[config.mk]
export PLATFORM = sky130hd
export DESIGN_NAME = memory_access
export DESIGN_NICKNAME = d
export VERILOG_FILES = /design/src/rtl/memory_access.sv
export SDC_FILE = /design/constraint.sdc
export NUM_CORES = 1
export LEC_CHECK = 0
export ABC_CLOCK_PERIOD_IN_PS = 2550
export BUFFER_PORTS_ARGS = -buffer_cell sky130_fd_sc_hd__buf_4
export CELL_PAD_IN_SITES_DETAIL_PLACEMENT = 0
export CELL_PAD_IN_SITES_GLOBAL_PLACEMENT = 1
export CORE_MARGIN = 2
export CORE_UTILIZATION = 36
export DETAILED_ROUTE_END_ITERATION = 8
export PLACE_DENSITY_LB_ADDON = 0.1
export SLEW_MARGIN = 20
export SYNTH_ARGS = -nofsm -noshare
export SYNTH_HDL_FRONTEND = slang
export SYNTH_SLANG_ARGS = --single-unit
[constraint.sdc]
create_clock -name ex_clk -period 2.55 [get_ports ex_clk]
set_input_delay 0.1275 -clock ex_clk [delete_from_list [all_inputs] [get_ports ex_clk]]
set_output_delay 0.1275 -clock ex_clk [all_outputs]
set_load 0.01 [all_outputs]
[src/rtl/memory_access.sv]
// memory_access: RV32I load/store stage between execute and writeback, req/ack data-memory port.
// Optional MEM_MISALIGN_TRAP_EN: misaligned accesses raise mem_o_misalign instead of issuing req.
`ifndef LOAD_WORD
`define LOAD_WORD 7'b0000011
`endif
`ifndef STORE_WORD
`define STORE_WORD 7'b0100011
`endif

module memory_access #(
    parameter int unsigned AWIDTH       = 5,
    parameter int unsigned DWIDTH       = 32,
    parameter int unsigned FUNCT_WIDTH  = 3,
    parameter int unsigned PC_WIDTH     = 32,
    parameter int unsigned OPCODE_WIDTH = 7
) (
    input  logic                    ex_clk,
    input  logic                    ex_rst,
    input  logic                    mem_i_ce,
    input  logic                    mem_i_flush,
    input  logic [OPCODE_WIDTH-1:0] mem_i_opcode,
    input  logic [FUNCT_WIDTH-1:0]  mem_i_funct3,
    input  logic [DWIDTH-1:0]       mem_i_alu_value,
    input  logic [DWIDTH-1:0]       mem_i_data_rs2,
    input  logic [AWIDTH-1:0]       mem_i_addr_rd,
    input  logic [DWIDTH-1:0]       mem_i_data_rd,
    input  logic                    mem_i_we_reg,
    input  logic                    mem_i_valid,
    input  logic [PC_WIDTH-1:0]     mem_i_pc,
    output logic                    mem_o_ce,
    output logic                    mem_o_stall,
    output logic [AWIDTH-1:0]       mem_o_addr_rd,
    output logic [DWIDTH-1:0]       mem_o_data_rd,
    output logic                    mem_o_we_reg,
    output logic [PC_WIDTH-1:0]     mem_o_pc,
    output logic                    mem_o_req,
    output logic                    mem_o_wr,
    output logic [DWIDTH-1:0]       mem_o_addr,
    output logic [DWIDTH-1:0]       mem_o_wdata,
    output logic [3:0]              mem_o_strb,
`ifdef MEM_MISALIGN_TRAP_EN
    output logic                    mem_o_misalign,
    output logic [DWIDTH-1:0]       mem_o_bad_addr,
`endif
    input  logic                    mem_i_ack,
    input  logic [DWIDTH-1:0]       mem_i_rdata
);

    typedef enum logic {StIdle, StBusy} state_e;

    state_e                 state_q, state_d;
    logic                   ce_q, ce_d, we_reg_q, we_reg_d, req_q, req_d, wr_q, wr_d;
    logic [AWIDTH-1:0]      addr_rd_q, addr_rd_d;
    logic [DWIDTH-1:0]      data_rd_q, data_rd_d, addr_q, addr_d, wdata_q, wdata_d;
    logic [PC_WIDTH-1:0]    pc_q, pc_d;
    logic [3:0]             strb_q, strb_d;
    logic [FUNCT_WIDTH-1:0] funct3_q, funct3_d;
    logic [1:0]             off_q, off_d;
    logic                   misaligned;
`ifdef MEM_MISALIGN_TRAP_EN
    logic                   misalign_q, misalign_d;
    logic [DWIDTH-1:0]      bad_addr_q, bad_addr_d;
`endif

    logic              accept, is_load, is_store, is_byte, is_half;
    logic [1:0]        off_in;
    logic [3:0]        st_strb;
    logic [DWIDTH-1:0] st_wdata, ld_data;
    logic [7:0]        ld_byte;
    logic [15:0]       ld_half;

    // Decode of the instruction presented by execute.
    always_comb begin
        accept   = mem_i_ce & ~mem_i_flush & (state_q == StIdle);
        is_load  = (mem_i_opcode == `LOAD_WORD);
        is_store = (mem_i_opcode == `STORE_WORD);
        is_byte  = (mem_i_funct3[1:0] == 2'b00);
        is_half  = (mem_i_funct3[1:0] == 2'b01);
        off_in   = mem_i_alu_value[1:0];
        st_strb  = 4'b1111;
        st_wdata = mem_i_data_rs2;
        if (is_byte) begin
            st_strb  = 4'b0001 << off_in;
            st_wdata = {4{mem_i_data_rs2[7:0]}};
        end else if (is_half) begin
            st_strb  = off_in[1] ? 4'b1100 : 4'b0011;
            st_wdata = {2{mem_i_data_rs2[15:0]}};
        end
`ifdef MEM_MISALIGN_TRAP_EN
        misaligned = (is_load | is_store) & (is_half ? off_in[0] : (~is_byte & (off_in != 2'b00)));
`else
        misaligned = 1'b0;
`endif
    end

    // Load data extraction uses the size/offset captured at accept.
    always_comb begin
        ld_byte = mem_i_rdata[{off_q, 3'b000} +: 8];
        ld_half = mem_i_rdata[{off_q[1], 4'b0000} +: 16];
        if (funct3_q[1:0] == 2'b00) begin
            ld_data = {{(DWIDTH-8){ld_byte[7] & ~funct3_q[2]}}, ld_byte};
        end else if (funct3_q[1:0] == 2'b01) begin
            ld_data = {{(DWIDTH-16){ld_half[15] & ~funct3_q[2]}}, ld_half};
        end else begin
            ld_data = mem_i_rdata;
        end
    end

    always_comb begin
        state_d   = state_q;
        ce_d      = 1'b0;
        we_reg_d  = 1'b0;
        req_d     = req_q;
        wr_d      = wr_q;
        addr_rd_d = addr_rd_q;
        data_rd_d = data_rd_q;
        pc_d      = pc_q;
        addr_d    = addr_q;
        wdata_d   = wdata_q;
        strb_d    = strb_q;
        funct3_d  = funct3_q;
        off_d     = off_q;
`ifdef MEM_MISALIGN_TRAP_EN
        misalign_d = 1'b0;
        bad_addr_d = bad_addr_q;
`endif
        unique case (state_q)
            StIdle: begin
                if (accept) begin
                    addr_rd_d = mem_i_addr_rd;
                    pc_d      = mem_i_pc;
                    if ((is_load | is_store) & misaligned) begin
`ifdef MEM_MISALIGN_TRAP_EN
                        misalign_d = 1'b1;
                        bad_addr_d = mem_i_alu_value;
`endif
                    end else if (is_load | is_store) begin
                        state_d  = StBusy;
                        req_d    = 1'b1;
                        wr_d     = is_store;
                        addr_d   = {mem_i_alu_value[DWIDTH-1:2], 2'b00};
                        wdata_d  = st_wdata;
                        strb_d   = is_store ? st_strb : 4'b0000;
                        funct3_d = mem_i_funct3;
                        off_d    = off_in;
                    end else begin
                        ce_d      = 1'b1;
                        data_rd_d = mem_i_data_rd;
                        we_reg_d  = (mem_i_we_reg | mem_i_valid) & (mem_i_addr_rd != '0);
                    end
                end
            end
            StBusy: begin
                if (mem_i_ack) begin
                    state_d = StIdle;
                    req_d   = 1'b0;
                    ce_d    = 1'b1;
                    if (!wr_q) begin
                        data_rd_d = ld_data;
                        we_reg_d  = (addr_rd_q != '0);
                    end
                end
            end
            default: state_d = StIdle;
        endcase
    end

    always_ff @(posedge ex_clk or negedge ex_rst) begin
        if (!ex_rst) begin
            state_q   <= StIdle;
            ce_q      <= 1'b0;
            we_reg_q  <= 1'b0;
            req_q     <= 1'b0;
            wr_q      <= 1'b0;
            addr_rd_q <= '0;
            data_rd_q <= '0;
            pc_q      <= '0;
            addr_q    <= '0;
            wdata_q   <= '0;
            strb_q    <= '0;
            funct3_q  <= '0;
            off_q     <= '0;
`ifdef MEM_MISALIGN_TRAP_EN
            misalign_q <= 1'b0;
            bad_addr_q <= '0;
`endif
        end else begin
            state_q   <= state_d;
            ce_q      <= ce_d;
            we_reg_q  <= we_reg_d;
            req_q     <= req_d;
            wr_q      <= wr_d;
            addr_rd_q <= addr_rd_d;
            data_rd_q <= data_rd_d;
            pc_q      <= pc_d;
            addr_q    <= addr_d;
            wdata_q   <= wdata_d;
            strb_q    <= strb_d;
            funct3_q  <= funct3_d;
            off_q     <= off_d;
`ifdef MEM_MISALIGN_TRAP_EN
            misalign_q <= misalign_d;
            bad_addr_q <= bad_addr_d;
`endif
        end
    end

    assign mem_o_ce      = ce_q;
    assign mem_o_stall   = (state_q == StBusy);
    assign mem_o_addr_rd = addr_rd_q;
    assign mem_o_data_rd = data_rd_q;
    assign mem_o_we_reg  = we_reg_q;
    assign mem_o_pc      = pc_q;
    assign mem_o_req     = req_q;
    assign mem_o_wr      = wr_q;
    assign mem_o_addr    = addr_q;
    assign mem_o_wdata   = wdata_q;
    assign mem_o_strb    = strb_q;
`ifdef MEM_MISALIGN_TRAP_EN
    assign mem_o_misalign = misalign_q;
    assign mem_o_bad_addr = bad_addr_q;
`endif

endmodule

# Word level (Yosys, flattened, before mapping)
# Index checks and enable logic that the tools add are counted.
# word_totals
ff_bits	145
elab_cells	73
out_inout_bits	142
inputBits	182
# classes
n_bitwise	10
shifts	3
n_mux	30
n_eq_ne	9
n_reduce_logical	8
# op_table
op	count
32-bit two-way mux	8
32-bit case mux with 2 select lines	1
32-bit by 6-bit variable part select with 16-bit output	1
32-bit by 6-bit variable part select with 8-bit output	1
4-bit two-way mux	4
1-bit two-way mux	13
5-bit nonzero test	2
2-bit != test, second input constant	4
1-bit case mux with 2 select lines	4
7-bit by 2-bit equality test with 1-bit output, second input constant	1
7-bit by 6-bit equality test with 1-bit output, second input constant	1
3-bit AND reduction	2
1-bit AND	5
2-bit by 1-bit equality test with 1-bit output, second input constant	2
2-bit zero test	2
4-bit AND reduction	1
1-bit by 2-bit << shifter with 4-bit output, first input constant	1
1-bit inverter	3
2-bit by 1-bit != test with 1-bit output, second input constant	1
1-bit OR	2
2-bit AND reduction	1

# Longest topological paths before layout
# logic_depth
depth_word	7
mapped_depth	7

# Least setup slack after synthesis
# No wires, ideal clock.
# synth_path
path_kind	reg2reg
start	register state_q, in the netlist mem_o_stall
end	register data_rd_q[13], in the netlist mem_o_data_rd[13]
setup_slack_ns	0.707
arrival_time_ns	1.717
t_required_ns	2.424
n_path_buf	3
path_stages_with_launch	8
setup_time_ns	0.126
cell_sequence	dfrtp_1 -> buf_6 -> or3b_1 -> buf_6 -> a31oi_4 -> nor2_4 -> buf_6 -> o2bb2ai_2
# synth_via
elab_chain_len	4
word_cells_on_any_way	8
cone_classes	4 x eq/ne; 1 x mux; 2 x bitwise; 1 x reduce/logical
# synth_rtl
item	line_no	rtl
start, declared	51	state_e state_q, state_d;
start signal, assigned	170	state_q <= StIdle;
start signal, assigned	188	state_q <= state_d;
1-bit inverter (no line)	-	
1-bit AND	74	accept = mem_i_ce & ~mem_i_flush & (state_q == StIdle);
2-bit != test (no line)	-	
4-bit AND reduction (no line)	-	
end signal, assigned	194	data_rd_q <= data_rd_d;
end, declared	54	logic [DWIDTH-1:0] data_rd_q, data_rd_d, addr_q, addr_d, wdata_q, wdata_d;
# Parallel ways exist; a longest one is shown, timed or not.
# A chain may end at the register's enable or synchronous reset.

# Final worst setup path
# layout_path
start	register state_q, in the netlist mem_o_stall
end	register we_reg_q, in the netlist mem_o_we_reg
# layout_via
elab_chain_len	4
# layout_rtl
item	line_no	rtl
1-bit inverter (no line)	-	
1-bit AND	74	
1-bit two-way mux	129	if (accept) begin
1-bit case mux with 2 select lines (*)	127	unique case (state_q)
named net we_reg_d	52	logic ce_q, ce_d, we_reg_q, we_reg_d, req_q, req_d, wr_q, wr_d;
end signal, assigned	190	we_reg_q <= we_reg_d;
end, declared	52	
# The timed path passes the listed nets; every way through them passes the cells marked *.

==> metrics.csv <==
stage,metric,value,unit
layout,Area Overhead vs Synth,59.50,%
die,row count,51,
timing,"Slew Viols, Final",0,
layout,fillers,1730,
die,die area,0.02135,mm^2
worst_setup_path,"CP delay by family, top",simple AND/OR/NAND/NOR gates,
die,Die Wd,146.1,um
run_status,outcome,"complete, no violations",
global_routing,pin count of the biggest net entering global routing,84,
layout,n_diodes,0,
clock_network,CTS max path bufs,2,
worst_setup_path,crit path kind,reg -> reg,
synth,synth unique cells,47,
die,I/O pins,324,
drt,Initial DRT Pass Iterations,4,
layout,share of cells above drive strength 1,0.4548,
worst_setup_path,R2R setup slack,0.33,ns
layout,"most common cell after layout, fill and taps aside",buf_4,
clock_network,clk_lat worst skew,0.42,ns
worst_setup_path,"Slowest-stage cell, CP",dlygate4sd3_1,
die,Die Ht,146.1,um
drt,Vias,6613,
worst_setup_path,critical path startpoint category,flop,
die,Placeable Area,0.01965,mm^2
worst_setup_path,reg2reg end,mem_o_we_reg,
worst_setup_path,Crit path depth,5,
timing,final setup fails,0,
clock_network,Post-CTS Setup Inserts,0,
power_and_ir_drop,Pleak,5.384,nW
layout,Finished Cell Area,0.01159,mm^2
worst_setup_path,critical-path maximum fanout,7,
worst_setup_path,crit path buf inv count,1,
global_routing,vias in the first global route,7328,
worst_setup_path,Worst Setup EP,mem_o_we_reg,
clock_network,Num Clock Sinks,145,
worst_setup_path,WP data arrival,2.56,ns
timing,Final Hold Vio Count,0,
worst_setup_path,Critical Path Source,mem_o_stall,
place,DP HPWL,18.19,mm
clock_network,CTS tree,done,
place,Final Wtd Congestion,0.8094,
power_and_ir_drop,PD cells,613.3,mW/mm^2
synth,yosys warns,0,
clock_network,Resize count post-CTS,0,
worst_setup_path,RR Startpoint,mem_o_stall,
timing,Rel. slew slack,0.4271,
timing,TNS Setup,0,ns
flow_run,max_cap viols,0,
timing,Max Fclk,0.4513,GHz
drt,Routed Antenna Nets,0,
die,initial core utilization,0.3699,
power_and_ir_drop,Max VDD drop,0.0004364,V
clock_network,CTS Buf Count,17,
worst_hold_path,worst hold-check path type,in -> reg,
drt,WL per Instance,19.17,um
worst_setup_path,crit end category,flop,
global_routing,first-pass GRT wire length,39.70,mm
drt,via/cell ratio,5.025,
worst_setup_path,critical path cell sequence,or3b_1 > a31oi_4 > o221ai_1 > dlygate4sd3_1 > nand2_1,
synth,"Cell Area, Synth",0.007269,mm^2
synth,Syn Inst Count,625,
place,Port Buffer Count,321,
drt,drt total wl,25.23,mm
timing,crit share post-route,0.8689,
global_routing,GR Overflow Total,0,
timing,worst slew pin tran,0.8573,ns
worst_setup_path,"Data required, critical path",2.90,ns
global_routing,total track usage,0.2366,
place,Placed Area,0.009828,mm^2
global_routing,initial antenna violation count,0,
drt,1st-iter DRT viols,293,
drt,drt drc,0,
synth,synthesized flop and latch total,145,
clock_network,H-Tree Depth,4,
power_and_ir_drop,total power draw,0.007111,W
clock_network,clk root buf,clkbuf_16,
layout,most frequent cells in the layout,"buf_4, dfrtp_1, dlygate4sd3_1",
timing,RSZ-0062 raised after global routing,no,
layout,Nets,1220,
synth,Syn Area/Cell,11.63,um^2
timing,Fin Clk Skew,0.01519,ns
worst_setup_path,Reg2Reg Depth,5,
synth,"Seq/Total Area, Yosys",0.4991,
clock_network,clock-pin slew on the worst setup and hold paths,0.07,ns
timing,Tmin final,2.216,ns
worst_setup_path,CP peak stage delay,0.59,ns
## Yosys cell counts (all sizes together)
cell type | number | area share
a31oi | 8 | 0.012
inv | 6 | 0.0031
nor4 | 1 | 0.0017
nand3b | 7 | 0.0072
nor3b | 1 | 0.0026
clkbuf | 30 | 0.016
nand4 | 1 | 0.00086
nand2 | 71 | 0.037
o311ai | 16 | 0.019
conb | 1 | 0.00052
o211ai | 1 | 0.0010
a211oi | 8 | 0.0083
or4 | 2 | 0.0021
o221ai | 1 | 0.0012
or2 | 1 | 0.00086
a21o | 1 | 0.0010
or3b | 2 | 0.0024
o2bb2ai | 25 | 0.047
nor2 | 13 | 0.0081
nand2b | 9 | 0.0077
a211o | 7 | 0.0084
buf | 28 | 0.031
or3 | 1 | 0.00086
nor3 | 14 | 0.0096
mux2 | 80 | 0.12
mux2i | 26 | 0.038
o22ai | 34 | 0.031
a21oi | 26 | 0.018
dfrtp | 145 | 0.50
mux4 | 7 | 0.022
a21boi | 8 | 0.0083
nor2b | 1 | 0.00086
o21ai | 43 | 0.030
## worst reg2reg max path: stages (launching register included)
cell and delay (ns):
dfrtp_2 0.43, or3b_1 0.53, a31oi_4 0.36, o221ai_1 0.17, dlygate4sd3_1 0.59, nand2_1 0.08
## final cells by class
| cell class | count | area, um^2 | share of cell area |
|---|---|---|---|
| repair buffers | 451 | 3682 | 0.3176 |
| flip-flops and latches | 145 | 3630 | 0.3130 |
| multi-input cells | 417 | 3283 | 0.2832 |
| clock buffers | 18 | 439.2 | 0.03788 |
| well taps | 265 | 331.6 | 0.02860 |
| clock inverters | 14 | 206.4 | 0.01781 |
| inverters | 6 | 22.52 | 0.001942 |
## layer usage
layer	track usage	up-vias	wire, um
met2	0.4333	241	13470
met3	0.07375	26	1764
li1	-	3127	-
met4	0.07476	0	432
met5	0	-	0
met1	0.2617	3219	9569
## how the worst min path moves through the flow
stage / startpoint / end / slack (ns) / depth (start not counted)
after floorplan: ex_rst / funct3_q[0] / -0.17 / 0
after global placement: ex_rst / mem_o_data_rd[5] / 0.18 / 1
after detailed placement: ex_rst / mem_o_data_rd[5] / 0.19 / 1
after CTS: mem_i_data_rd[24] / mem_o_data_rd[24] / 0.0002 / 3
after global routing: mem_i_data_rd[31] / mem_o_data_rd[31] / 0.009 / 3
final: mem_i_data_rs2[20] / mem_o_wdata[20] / 0.02 / 3
## logic make-up (layout without fill, tap and decap cells)
kind of cell,Yosys count,count (layout),share of synthesized area
AO/OA/AOI/OAI,178,178,0.1859
flip-flops,145,145,0.4991
AND/OR/NAND/NOR,124,124,0.08159
multiplexers,113,113,0.1831
buffers and inverters,64,489,0.04974
other,1,2,0.0005159
## stage by stage
stage | instances | worst slack [ns] | hold WS [ns] | util
after CTS | 1316 | 0.3214 | 0.0001739 | 0.5900
after detailed placement | 1172 | 0.5294 | 0.1917 | 0.5001
after global placement | 1172 | 0.5945 | 0.1845 | 0.5001
after floorplan | 626 | 0.7072 | -0.1681 | -
final | 1316 | 0.3344 | 0.01656 | 0.5900
after global routing | 1316 | 0.2235 | 0.008800 | 0.5900
## where the power goes
| part | total (W) | internal, W | switching [W] |
|---|---|---|---|
| sequential | 0.00275 | 0.00257 | 0.000181 |
| clock | 0.00273 | 0.00162 | 0.00111 |
| combinational | 0.00163 | 0.000922 | 0.000711 |
## timing repair
action / 4_1_cts / 5_1_grt
endpoints found under the hold margin: 178 / 0
hold buffers: 112 / 0
endpoints found under the setup margin: 0 / 0
(Power assumes the default switching activity.)
